### src/rtl/opmips_defs_pkg.sv
// Shared definitions for the MIPS32 pipeline: widths, control constants,
// ALU operation codes, result classes and the multiplier state type.
package opmips_defs_pkg;

  localparam int DATA_WIDTH = 32;
  localparam int REG_ADDR_W = 5;

  localparam logic RST_ENABLE    = 1'b1;
  localparam logic WRITE_ENABLE  = 1'b1;
  localparam logic WRITE_DISABLE = 1'b0;

  // AluOp codes
  localparam logic [7:0] EXE_NOP_OP   = 8'h00;
  localparam logic [7:0] EXE_OR_OP    = 8'h25;
  localparam logic [7:0] EXE_AND_OP   = 8'h24;
  localparam logic [7:0] EXE_XOR_OP   = 8'h26;
  localparam logic [7:0] EXE_NOR_OP   = 8'h27;
  localparam logic [7:0] EXE_SLL_OP   = 8'h7C;
  localparam logic [7:0] EXE_SRL_OP   = 8'h02;
  localparam logic [7:0] EXE_SRA_OP   = 8'h03;
  localparam logic [7:0] EXE_MFHI_OP  = 8'h10;
  localparam logic [7:0] EXE_MFLO_OP  = 8'h12;
  localparam logic [7:0] EXE_MULT_OP  = 8'h18;
  localparam logic [7:0] EXE_MULTU_OP = 8'h19;

  // AluSel result classes
  localparam logic [2:0] EXE_RES_NOP   = 3'd0;
  localparam logic [2:0] EXE_RES_LOGIC = 3'd1;
  localparam logic [2:0] EXE_RES_SHIFT = 3'd2;
  localparam logic [2:0] EXE_RES_MOVE  = 3'd3;

  typedef enum logic [1:0] {
    MUL_IDLE = 2'd0,
    MUL_RUN  = 2'd1,
    MUL_DONE = 2'd2
  } mul_state_t;

endpackage

### src/rtl/mul_serial.sv
// Iterative shift-add multiplier. Signed operation multiplies magnitudes and
// fixes the sign of the double-width product at the end.
module mul_serial
  import opmips_defs_pkg::*;
#(
  parameter int W = DATA_WIDTH
) (
  input  logic           clk,
  input  logic           rst,
  input  logic           start,
  input  logic           is_signed,
  input  logic [W-1:0]   a,
  input  logic [W-1:0]   b,
  output logic           busy,
  output logic           done,
  output logic [2*W-1:0] product
);

  localparam int CW = $clog2(W);

  mul_state_t       state_r, state_s;
  logic [W-1:0]     mcand_r, mplier_r;
  logic [2*W-1:0]   acc_r;
  logic [CW-1:0]    cnt_r;
  logic             neg_r;
  logic [W-1:0]     abs_a_s, abs_b_s;
  logic [2*W-1:0]   addend_s;
  logic             last_s;

  assign abs_a_s  = (is_signed && a[W-1]) ? (~a + W'(1)) : a;
  assign abs_b_s  = (is_signed && b[W-1]) ? (~b + W'(1)) : b;
  assign addend_s = {{W{1'b0}}, mcand_r} << cnt_r;
  assign last_s   = (cnt_r == CW'(W - 1));
  assign done     = (state_r == MUL_DONE);
  assign product  = neg_r ? (~acc_r + (2*W)'(1)) : acc_r;

  // State register
  always_ff @(posedge clk) begin
    if (rst == RST_ENABLE) begin
      state_r <= MUL_IDLE;
    end else begin
      state_r <= state_s;
    end
  end

  // Next state and busy; a start seen in DONE is ignored because DONE always returns to IDLE
  always_comb begin
    state_s = state_r;
    busy    = 1'b0;
    case (state_r)
      MUL_IDLE: begin
        if (start) begin
          state_s = MUL_RUN;
          busy    = 1'b1;
        end else begin
          state_s = MUL_IDLE;
        end
      end
      MUL_RUN: begin
        busy = 1'b1;
        if (last_s) begin
          state_s = MUL_DONE;
        end else begin
          state_s = MUL_RUN;
        end
      end
      MUL_DONE: begin
        state_s = MUL_IDLE;
      end
      default: begin
        state_s = MUL_IDLE;
      end
    endcase
  end

  // Operand latch and one shift-add step per RUN cycle
  always_ff @(posedge clk) begin
    if (rst == RST_ENABLE) begin
      mcand_r  <= {W{1'b0}};
      mplier_r <= {W{1'b0}};
      acc_r    <= {(2*W){1'b0}};
      cnt_r    <= {CW{1'b0}};
      neg_r    <= 1'b0;
    end else begin
      case (state_r)
        MUL_IDLE: begin
          if (start) begin
            mcand_r  <= abs_a_s;
            mplier_r <= abs_b_s;
            acc_r    <= {(2*W){1'b0}};
            cnt_r    <= {CW{1'b0}};
            neg_r    <= is_signed & (a[W-1] ^ b[W-1]);
          end else begin
            cnt_r <= cnt_r;
          end
        end
        MUL_RUN: begin
          if (mplier_r[0]) begin
            acc_r <= acc_r + addend_s;
          end else begin
            acc_r <= acc_r;
          end
          mplier_r <= mplier_r >> 1;
          cnt_r    <= cnt_r + CW'(1);
        end
        default: begin
          cnt_r <= cnt_r;
        end
      endcase
    end
  end

endmodule

### src/rtl/ex_stage.sv
// Execute stage: combinational logic/shift/move result path plus the
// iterative multiplier that owns HI/LO and stalls the front of the pipe.
module ex_stage
  import opmips_defs_pkg::*;
#(
  parameter int DATA_W = DATA_WIDTH,
  parameter int REG_AW = REG_ADDR_W
) (
  input  logic              clk,
  input  logic              rst,
  input  logic [7:0]        aluop_i,
  input  logic [2:0]        alusel_i,
  input  logic [DATA_W-1:0] reg1_i,
  input  logic [DATA_W-1:0] reg2_i,
  input  logic [REG_AW-1:0] wd_i,
  input  logic              wreg_i,
  output logic [REG_AW-1:0] wd_o,
  output logic              wreg_o,
  output logic [DATA_W-1:0] wdata_o,
  output logic              stallreq_o,
  output logic [DATA_W-1:0] hi_o,
  output logic [DATA_W-1:0] lo_o
);

  localparam int SH_W = $clog2(DATA_W);

  logic                is_mul_s, is_signed_s, mul_busy_s, mul_done_s;
  logic [2*DATA_W-1:0] mul_prod_s;
  logic [DATA_W-1:0]   hi_r, lo_r;
  logic [DATA_W-1:0]   logic_res_s, shift_res_s, move_res_s, result_s;
  logic [SH_W-1:0]     shamt_s;

  assign is_mul_s    = (aluop_i == EXE_MULT_OP) || (aluop_i == EXE_MULTU_OP);
  assign is_signed_s = (aluop_i == EXE_MULT_OP);
  assign shamt_s     = reg1_i[SH_W-1:0];

  mul_serial #(.W(DATA_W)) u_mul (
    .clk       (clk),
    .rst       (rst),
    .start     (is_mul_s),
    .is_signed (is_signed_s),
    .a         (reg1_i),
    .b         (reg2_i),
    .busy      (mul_busy_s),
    .done      (mul_done_s),
    .product   (mul_prod_s)
  );

  // HI/LO capture the finished product on the DONE edge
  always_ff @(posedge clk) begin
    if (rst == RST_ENABLE) begin
      hi_r <= {DATA_W{1'b0}};
      lo_r <= {DATA_W{1'b0}};
    end else if (mul_done_s) begin
      hi_r <= mul_prod_s[2*DATA_W-1:DATA_W];
      lo_r <= mul_prod_s[DATA_W-1:0];
    end else begin
      hi_r <= hi_r;
      lo_r <= lo_r;
    end
  end

  // Logic-class results
  always_comb begin
    logic_res_s = {DATA_W{1'b0}};
    case (aluop_i)
      EXE_OR_OP:  logic_res_s = reg1_i | reg2_i;
      EXE_AND_OP: logic_res_s = reg1_i & reg2_i;
      EXE_XOR_OP: logic_res_s = reg1_i ^ reg2_i;
      EXE_NOR_OP: logic_res_s = ~(reg1_i | reg2_i);
      default:    logic_res_s = {DATA_W{1'b0}};
    endcase
  end

  // Shift-class results; only the low shift-amount bits of operand 1 matter
  always_comb begin
    shift_res_s = {DATA_W{1'b0}};
    case (aluop_i)
      EXE_SLL_OP: shift_res_s = reg2_i << shamt_s;
      EXE_SRL_OP: shift_res_s = reg2_i >> shamt_s;
      EXE_SRA_OP: shift_res_s = DATA_W'($signed(reg2_i) >>> shamt_s);
      default:    shift_res_s = {DATA_W{1'b0}};
    endcase
  end

  // Move-class results read the HI/LO registers
  always_comb begin
    move_res_s = {DATA_W{1'b0}};
    case (aluop_i)
      EXE_MFHI_OP: move_res_s = hi_r;
      EXE_MFLO_OP: move_res_s = lo_r;
      default:     move_res_s = {DATA_W{1'b0}};
    endcase
  end

  // Result class select
  always_comb begin
    result_s = {DATA_W{1'b0}};
    case (alusel_i)
      EXE_RES_LOGIC: result_s = logic_res_s;
      EXE_RES_SHIFT: result_s = shift_res_s;
      EXE_RES_MOVE:  result_s = move_res_s;
      default:       result_s = {DATA_W{1'b0}};
    endcase
  end

  // Output drive; everything reads zero while reset is held
  always_comb begin
    wd_o       = {REG_AW{1'b0}};
    wreg_o     = WRITE_DISABLE;
    wdata_o    = {DATA_W{1'b0}};
    stallreq_o = 1'b0;
    hi_o       = {DATA_W{1'b0}};
    lo_o       = {DATA_W{1'b0}};
    if (rst == RST_ENABLE) begin
      wd_o = {REG_AW{1'b0}};
    end else begin
      wd_o       = wd_i;
      wreg_o     = is_mul_s ? WRITE_DISABLE : wreg_i;
      wdata_o    = result_s;
      stallreq_o = mul_busy_s;
      hi_o       = hi_r;
      lo_o       = lo_r;
    end
  end

endmodule

### config.mk
export PLATFORM = sky130hd
export DESIGN_NAME = ex_stage
export DESIGN_NICKNAME = d
export VERILOG_FILES = /design/src/rtl/opmips_defs_pkg.sv /design/src/rtl/mul_serial.sv /design/src/rtl/ex_stage.sv
export SDC_FILE = /design/constraint.sdc
export NUM_CORES = 1
export LEC_CHECK = 0
export ABC_CLOCK_PERIOD_IN_PS = 4350
export CORE_MARGIN = 8
export CORE_UTILIZATION = 39
export CTS_CLUSTER_SIZE = 28
export DETAILED_ROUTE_END_ITERATION = 16
export GPL_TIMING_DRIVEN = 1
export HOLD_SLACK_MARGIN = 0.08
export SLEW_MARGIN = 40
export SYNTH_ARGS = -nofsm -noshare
export SYNTH_HDL_FRONTEND = slang
export SYNTH_SLANG_ARGS = --single-unit
### constraint.sdc
create_clock -name clk -period 4.35 [get_ports clk]
set_input_delay 0.87 -clock clk [delete_from_list [all_inputs] [get_ports clk]]
set_output_delay 0.87 -clock clk [all_outputs]
set_load 0.05 [all_outputs]
Word-level counts from Yosys, hierarchy flattened
Cells that the tools add are included.
- eq/ne operators: 19
- divide/modulo/power cells: 0
- reduce and logical (&&, ||, !) cells: 8
- multiply operators: 0
- add/sub/neg operators: 5
- shift-type cells: 4
- magnitude comparators: 0
- bitwise operators: 9
- muxes and demuxes: 26
- operator list (operator ; number):
    $mux 32 ; 6
    $mux 64 ; 3
    $pmux 32 s3 ; 2
    $pmux 32 s2 ; 2
    $pmux 32 s4 ; 1
    $pmux 64 s2 ; 1
    $not 32->32 ; 3
    $add 32x1->32 const B ; 2
    $add 64x1->64 const B ; 1
    $add 64x64->64 ; 1
    $not 64->64 ; 1
    $shl 32x5->64 ; 1
    $and 32x32->32 ; 1
    $eq 8x5->1 const B ; 4
    $eq 8x6->1 const B ; 4
    $or 32x32->32 ; 1
    $shl 32x5->32 ; 1
    $shr 32x5->32 ; 1
    $sshr 32x5->32 ; 1
    $xor 32x32->32 ; 1
    $eq 8x2->1 const B ; 2
    $mux 5 ; 2
    $pmux 5 s2 ; 1
    $eq 8x7->1 const B ; 1
    other kinds (20) ; 27
- output and inout port bits: 103
- bits in latches: 0
- memory bits (read-only): 0
- RAM bits: 0
- memories kept: 0
- register bits: 200

Longest topological paths before layout
Gate-level depths: netlist of the first run.
- word-level depth: 5
- depth in mapped cells: 21

Cells and area by module
From an unflattened synthesis of the first run, not the netlist that was laid out.
- cells, all modules: 2892
- area total of the unflattened synthesis: 22884.4 µm²
- modules (own cells, without submodules) (module ; sequential area each (µm²) ; times used ; cells an instance ; area an instance (µm²)):
    mul_serial ; 2722.6 ; 1 ; 1677 ; 12799.8
    ex_stage ; 1281.2 ; 1 ; 1215 ; 10084.7

Least setup slack after synthesis of the first run
No wires, ideal clock.
- kind: reg-to-reg
- from: register u_mul.cnt_r[0]
- to: register u_mul.acc_r[46]
- stages on the path, launching flop included: 19
- data arrival time: 4.423 ns
- data required time: 4.276 ns
- buffers on the path: 3
- slack: -0.148 ns
- path through: dfxtp_1 > clkbuf_1 > buf_1 > mux4_2 > mux2i_1 > nand2_1 > o21ai_0 > mux2i_1 > ha_1 > clkbuf_1 > and4_1 > and4_1 > nand4_1 > a211oi_1 > nor2_1 > o41ai_1 > a21oi_1 > xor2_1 > o21ai_0
- cells in the longest elaborated chain, start to end: 4
- ends and longest elaborated chain (item ; RTL line ; source):
    start, declared ; mul_serial.sv:24 ; logic [CW-1:0] cnt_r;
    start signal, assigned ; mul_serial.sv:82 ; cnt_r <= {CW{1'b0}};
    start signal, assigned ; mul_serial.sv:91 ; cnt_r <= {CW{1'b0}};
    start signal, assigned ; mul_serial.sv:94 ; cnt_r <= cnt_r;
    $shl 32x5->64 ; mul_serial.sv:32 ; assign addend_s = {{W{1'b0}}, mcand_r} << cnt_r;
    $add 64x64->64 ; mul_serial.sv:99 ; acc_r <= acc_r + addend_s;
    $mux 64 ; mul_serial.sv:98 ; if (mplier_r[0]) begin
    $pmux 64 s2 ; mul_serial.sv:85 ; case (state_r)
    end signal, assigned ; mul_serial.sv:90 ; acc_r <= {(2*W){1'b0}};
    end signal, assigned ; mul_serial.sv:99 ;
    end signal, assigned ; mul_serial.sv:101 ; acc_r <= acc_r;
    end, declared ; mul_serial.sv:23 ; logic [2*W-1:0] acc_r;
No other way between the ends. The select of a mux whose other input is x is not followed.
A chain may end at the register's enable or synchronous reset.

Worst setup path in the final report of the first run
- from: input port reg2_i[29]
- to: output port wdata_o[22]
- cells in the longest elaborated chain, start to end: 4
- elaborated cells between the ends (all ways): 6
- those cells by class: shift (3); mux (3)
- ends and longest elaborated chain (item ; RTL line ; source):
    start, declared ; ex_stage.sv:14 ; input logic [DATA_W-1:0] reg2_i,
    $sshr 32x5->32, or another cell as far along ; ex_stage.sv:81 ; EXE_SRA_OP: shift_res_s = DATA_W'($signed(reg2_i) >>> shamt_s);
    $pmux 32 s3 * ; ex_stage.sv:78 ; case (aluop_i)
    $pmux 32 s3 * ; ex_stage.sv:99 ; case (alusel_i)
    $mux 32 * ; ex_stage.sv:115 ; if (rst == RST_ENABLE) begin
    end, declared ; ex_stage.sv:19 ; output logic [DATA_W-1:0] wdata_o,
Mark *: on every way between the ends. The rest lies on a longest branch, timed or not.

==> impl_metrics.json, run 1 <==
{
  "drt-met1-wl_um": 46400,
  "p_total_mw": 4.69,
  "cp-start-kind": "primary input",
  "path_cells": "clkdlybuf4s50_1 > mux2i_1 > mux2i_1 > mux2i_1 > o21ai_1 > buf_4 > nand2_1 > a221oi_1 > nor3_1 > nor2_1 > buf_12",
  "finalCritPeriodShare_pct": 99.5,
  "antenna_found_initial": 3,
  "power_switching_mw": 1.62,
  "wl_per_cell_um": 26.0,
  "leakagePower_nw": 11.4,
  "rows": 86,
  "crit_path_end_kind": "output port",
  "p_comb_share_pct": 21.9,
  "rsz0062_at_grt": "yes",
  "insertion_delay_ns": 0.51,
  "avgViaCountPerCell": 6.13,
  "dp_hpwl_um": 86600,
  "ys_seq_elements": 200,
  "globalplace.congestion": 1.01,
  "powerDensity_nw_per_um2": 161,
  "crit_slowest_cell": "clkdlybuf4s50_1",
  "dp_cells": 4087,
  "grt_pass1_wl_um": 156000,
  "relSlewSlack_pct": 41.7,
  "status": "finished, final reports clean",
  "maxCapViolations": 0,
  "wl_met2_um": 47500,
  "grt_max_degree": 107,
  "io_buffer_count": 185,
  "gr-total-overflow": 0,
  "min_path_type": "reg -> reg",
  "hold_ws_ns": 0.474,
  "ir_drop_mv": 0.308,
  "final_core_util_pct": 52.8,
  "die_y_um": 252,
  "critical_path_class": "in -> out",
  "groute.usage.overall_pct": 32.3,
  "hold_viol_final": 0,
  "netlist_top_cells_area": "dfxtp_1 19%, mux4_2 7.7%, ha_1 7.7%",
  "synth_largest_area_cell": "dfxtp_1",
  "wl_met3_um": 9040,
  "dp_slack_ns": -0.269,
  "cts_tree": "yes",
  "power_frac_clock_pct": 39.0,
  "period_needed_ns": 4.33,
  "async_reset_ff_share_pct": 0,
  "ant_nets": 0,
  "crit_required_ns": 3.48,
  "worst-path-buf-inv": 3,
  "critical_path.max_stage_delay_ns": 0.68,
  "clk_pin_slew_worst_paths_ns": 0.08,
  "synth_area_per_cell_um2": 7.37,
  "numClockSinks": 200,
  "dr.pass1.iters": 6,
  "syn2layout_area_growth_pct": 34.3,
  "grt_pass1_vias": 23600,
  "pwr-share-seq_pct": 39.1,
  "netSwitchingFraction_pct": 34.5,
  "worst_path_most_repeated_cell": "mux2i_1",
  "ys_types": 73,
  "dr_total_vias": 25400,
  "highest_layer": "met5",
  "nNetsFinal": 3592,
  "tightestPinTransition_ns": 0.872,
  "die-area_um2": 63300,
  "drtIter0Drc": 2915,
  "fin_ws_ns": 0.0206,
  "netlist_area_um2": 21600,
  "fmax_ghz": 0.231,
  "ys_seq_area_share_pct": 18.5,
  "internal-power_mw": 3.08,
  "numCtsBuffers": 17,
  "finalSetupViolCount": 0,
  "cts_root_buf": "clkbuf_16",
  "syn_nets": 3154,
  "synth_ff_type": "dfxtp_1",
  "wl_um": 107000,
  "ys_warn_count": 0,
  "clk_path_buf_depth": 2,
  "drc": 0,
  "coreArea_um2": 55000,
  "initial_core_util_pct": 39.4,
  "critical-path-top-delay-family": "buffers and inverters",
  "finClkSkew_ns": 0.0174,
  "synth-edff-count": 0,
  "cts.htree.levels": 4,
  "slew_violations": 0,
  "drive_above_1_share_pct": 24.0,
  "die_w_um": 252,
  "stdcell_count": 4137,
  "critPathMaxFanout": 5,
  "cp_data_arrival_time_ns": 3.46,
  "pin_count": 186,
  "netlist_instances": 2937,
  "synth_top_area_share_pct": 18.5
}
[path summary, 6_finish.rpt]
kind                            depth (start not counted)  slack (ns)                from            endpoint
worst max-delay path                                   11        0.02          reg2_i[29]         wdata_o[22]
worst max register to register                         20        0.02      u_mul.cnt_r[0]     u_mul.acc_r[46]
worst min register to register                          2        0.47  u_mul.mplier_r[31]  u_mul.mplier_r[31]
worst min-delay path                                    2        0.47  u_mul.mplier_r[31]  u_mul.mplier_r[31]
[final cells by class]
type                            count  area, um^2
Inverter                           91         342
Multi-Input combinational cell   2395       17000
Antenna cell                        1        2.50
Tap cell                          748         936
Clock buffer                       17         425
Sequential cell                   200        4010
Timing Repair Buffer              670        6160
Clock inverter                     15         230
Fill cell                        5318       25900
[Yosys cell counts, drive strengths merged (6+ instances only)]
library cell  count
nor2            330
nand2           317
a21oi           247
clkbuf          222
o21ai           208
dfxtp           200
ha              133
inv              91
xor2             87
nor2b            86
mux2i            83
xnor2            82
a211oi           80
mux4             74
a22oi            71
nand3            57
o22ai            51
nor3             43
o31ai            40
a221oi           38
a21o             35
a31oi            33
nand4            33
or3              30
buf              29
mux2             29
nand2b           20
o41ai            18
nor4             16
o211ai           13
o21bai           13
or2              13
and3             12
or4               9
a21boi            8
a311oi            8
and2              8
o21a              7
a211o             6
o22a              6
[kinds of logic (layout without fill, tap and decap cells)]
group | after synthesis | in the layout | synth area share (%)
AND/OR/NAND/NOR | 995 | 995 | 21.2
other | 0 | 1 | 0
multiplexers | 186 | 186 | 13.0
buffers and inverters | 342 | 793 | 6.00
adder cells (fa/ha/maj) | 134 | 134 | 7.78
AO/OA/AOI/OAI | 911 | 911 | 26.6
XOR/XNOR | 169 | 169 | 6.84
flip-flops | 200 | 200 | 18.5
[per-stage QoR]
| step | TNS [ns] | cell area, um^2 |
|---|---|---|
| floorplan | -0.0790 | 21700 |
| global placement | -3.39 | 27600 |
| detailed placement | -2.86 | 27700 |
| CTS | -0.00230 | 28400 |
| global route | -0.505 | 29100 |
| finish | 0 | 29100 |
[state kept, by name (all words and copies together), names as in the netlist]
register,count
lo_r,32
u_mul.state_r,2
hi_r,32
u_mul.neg_r,1
u_mul.acc_r,64
u_mul.mcand_r,32
u_mul.mplier_r,32
u_mul.cnt_r,5
[placed cells by master, fill, tap and decap left out, types with 48 or more instances in the layout]
cell type and instances:
xor2_1 87, a211oi_1 74, mux2i_1 68, a22oi_1 71, nor2_1 309, inv_1 90
clkdlybuf4s50_1 124, nand3_1 54, ha_1 132, a21oi_1 221, xnor2_1 82, o22ai_1 48
buf_12 55, nand2_1 317, dfxtp_1 198, mux4_2 74, nor2b_1 84, o21ai_0 180
buf_4 458
[metal layers]
metal / track usage (%) / vias up
li1: - / 11600
met1: 44.4 / 12300
met5: 0 / -
met2: 50.2 / 1291
met3: 5.15 / 188
met4: 12.7 / 2
[power groups by stage]
| stage | Combinational [mW] | Clock, mW | Sequential, mW |
|---|---|---|---|
| 6_report | 1.03 | 1.83 | 1.84 |
| 5_1_grt | 1.07 | 1.92 | 1.84 |
| 4_1_cts | 0.985 | 1.86 | 1.84 |
| 3_5_place_dp | 0.974 | 0 | 1.88 |
| 3_3_place_gp | 0.971 | 0 | 1.88 |
| 2_1_floorplan | 0.493 | 0 | 1.88 |
[repair_timing]
item / CTS / global route
endpoints found under the setup margin: 47 / 60
resized for setup: 36 / 124
pin swaps: 2 / 19
hold buffers: 0 / 0
buffers inserted: 0 / 13
gates cloned: 0 / 2
[worst min-delay path, delay by kind of cell (launching register included)]
| kind | cells | cell delay [ns] |
|---|---|---|
| DFF | 1 | 0.32 |
| AOI/OAI and AO/OA | 1 | 0.06 |
| and+or+nand+nor | 1 | 0.06 |
No activity file was read; power rests on OpenSTA's default activity.
==> inputs of run 2 (changes only) <==
Settings changed: CORE_MARGIN 8 to 2.
==> impl_metrics.json, run 2 (synthesis results as in run 1) <==
{
  "slew_violations": 0,
  "cts_root_buf": "clkbuf_16",
  "grt_pass1_wl_um": 156000,
  "drc": 0,
  "dr.pass1.iters": 6,
  "cp-start-kind": "primary input",
  "hold_viol_final": 0,
  "numCtsBuffers": 17,
  "fillers": 5333,
  "grt_max_degree": 95,
  "drtIter0Drc": 3187,
  "insertion_delay_ns": 0.50,
  "relSlewSlack_pct": 44.7,
  "ir_drop_mv": 0.299,
  "crit_required_ns": 3.48,
  "fmax_ghz": 0.231,
  "wl_um": 108000,
  "avgViaCountPerCell": 6.13,
  "hold_ws_ns": 0.485,
  "wl_per_cell_um": 25.9,
  "numClockSinks": 200,
  "die_y_um": 240,
  "pin_count": 186,
  "initial_core_util_pct": 39.4,
  "ff2ff_path_depth": 20,
  "largest_reg_flops": 64,
  "dr_total_vias": 25600,
  "clk_pin_slew_worst_paths_ns": 0.08,
  "pwr-share-seq_pct": 39.3,
  "internal-power_mw": 3.08,
  "crit_path_end_kind": "output port",
  "cts.htree.levels": 4,
  "rows": 86,
  "coreArea_um2": 55000,
  "clk_path_buf_depth": 2,
  "p_comb_share_pct": 23.5,
  "globalplace.congestion": 1.05,
  "finClkSkew_ns": 0.0198,
  "layout_commonest_cell": "buf_4",
  "period_needed_ns": 4.33,
  "finalSetupViolCount": 0,
  "power_switching_mw": 1.58,
  "antenna_found_initial": 4,
  "finalCritPeriodShare_pct": 99.5,
  "status": "finished, final reports clean",
  "io_buffer_count": 185,
  "regMostFlops": "u_mul.acc_r",
  "min_path_type": "reg -> reg",
  "power_frac_clock_pct": 37.2,
  "drive_above_1_share_pct": 24.9,
  "powerDensity_nw_per_um2": 159,
  "dp_hpwl_um": 87500,
  "cp_data_arrival_time_ns": 3.46,
  "groute.usage.overall_pct": 36.7,
  "layout_common_cells": "508 x buf_4, 316 x nand2_1, 315 x nor2_1, 220 x a21oi_1, 196 x dfxtp_1",
  "critical_path_class": "in -> out",
  "leakagePower_nw": 11.5,
  "syn2layout_area_growth_pct": 35.2,
  "die-area_um2": 57400,
  "die_w_um": 240,
  "critPathMaxFanout": 7,
  "cts_tree": "yes",
  "grt_pass1_vias": 23900,
  "tightestPinTransition_ns": 0.822,
  "netSwitchingFraction_pct": 34.0,
  "gr-total-overflow": 0,
  "nNetsFinal": 3635,
  "fin_setup_tns_ns": 0,
  "ant_nets": 0,
  "maxCapViolations": 0,
  "min_path_cells": 2
}
==> run 2: layout make-up <==
cell class	count	area [um^2]	area share [%]
Sequential cell	200	4010	13.7
Tap cell	748	936	3.20
Clock inverter	15	206	0.705
Multi-Input combinational cell	2395	17000	58.0
Inverter	91	342	1.17
Clock buffer	17	425	1.45
Timing Repair Buffer	713	6380	21.8
Antenna cell	1	2.50	0.00855
==> run 2: metal layers <==
metal	vias to the layer above	wire (um)	part of all wire (%)	GRT usage [%]
met5	-	33	0.031	0
li1	11700	-	-	-
met1	12400	46000	43	49.4
met3	265	8430	7.8	5.24
met2	1271	47600	44	57.1
met4	6	6080	5.6	18.2
==> run 2: repair_timing <==
item / 4_1_cts / 5_1_grt
endpoints found under the setup margin: 54 / 71
buffers inserted: 1 / 6
pin swaps: 2 / 20
hold buffers: 0 / 0
resized for setup: 34 / 129
cloned: 0 / 2
==> run 2: metrics by stage <==
step                      total power [mW]  area (um^2)  std cells  util [%]  setup WS, ns
final                                 4.66        29300       4180      53.2        0.0200
after global routing                  4.80        29300       4180      53.2       -0.0491
after CTS                             4.64        28700       4171      52.1       0.00187
after detailed placement              2.91        27900       4138      50.8        -0.206
after global placement                2.91        27900       4137      50.8        -0.263
after floorplan                       2.37        21700       2937         -       -0.0790
==> run 2: critical path, stage by stage <==
cell and delay (ns):
clkdlybuf4s50_1 0.50, buf_4 0.21, mux4_2 0.51, mux2i_1 0.15, buf_4 0.15, nor2_1 0.04
a21oi_1 0.27, o221ai_1 0.18, a31oi_1 0.26, nor2_1 0.09, buf_4 0.21
==> run 2: path summary, 6_finish.rpt <==
kind | start | to | slack [ns]
setup / recovery | reg2_i[20] | wdata_o[15] | 0.02
hold / removal | u_mul.mplier_r[0] | u_mul.mplier_r[0] | 0.48
setup reg to reg | u_mul.cnt_r[0] | u_mul.acc_r[63] | 0.12
hold reg to reg | u_mul.mplier_r[0] | u_mul.mplier_r[0] | 0.48
==> run 2: power by group through the flow <==
stage | Clock, mW | Sequential, mW | Combinational [mW]
after floorplan | 0 | 1.88 | 0.493
after global placement | 0 | 1.88 | 1.03
after detailed placement | 0 | 1.88 | 1.03
after CTS | 1.77 | 1.84 | 1.04
after global routing | 1.84 | 1.84 | 1.13
final | 1.73 | 1.83 | 1.10
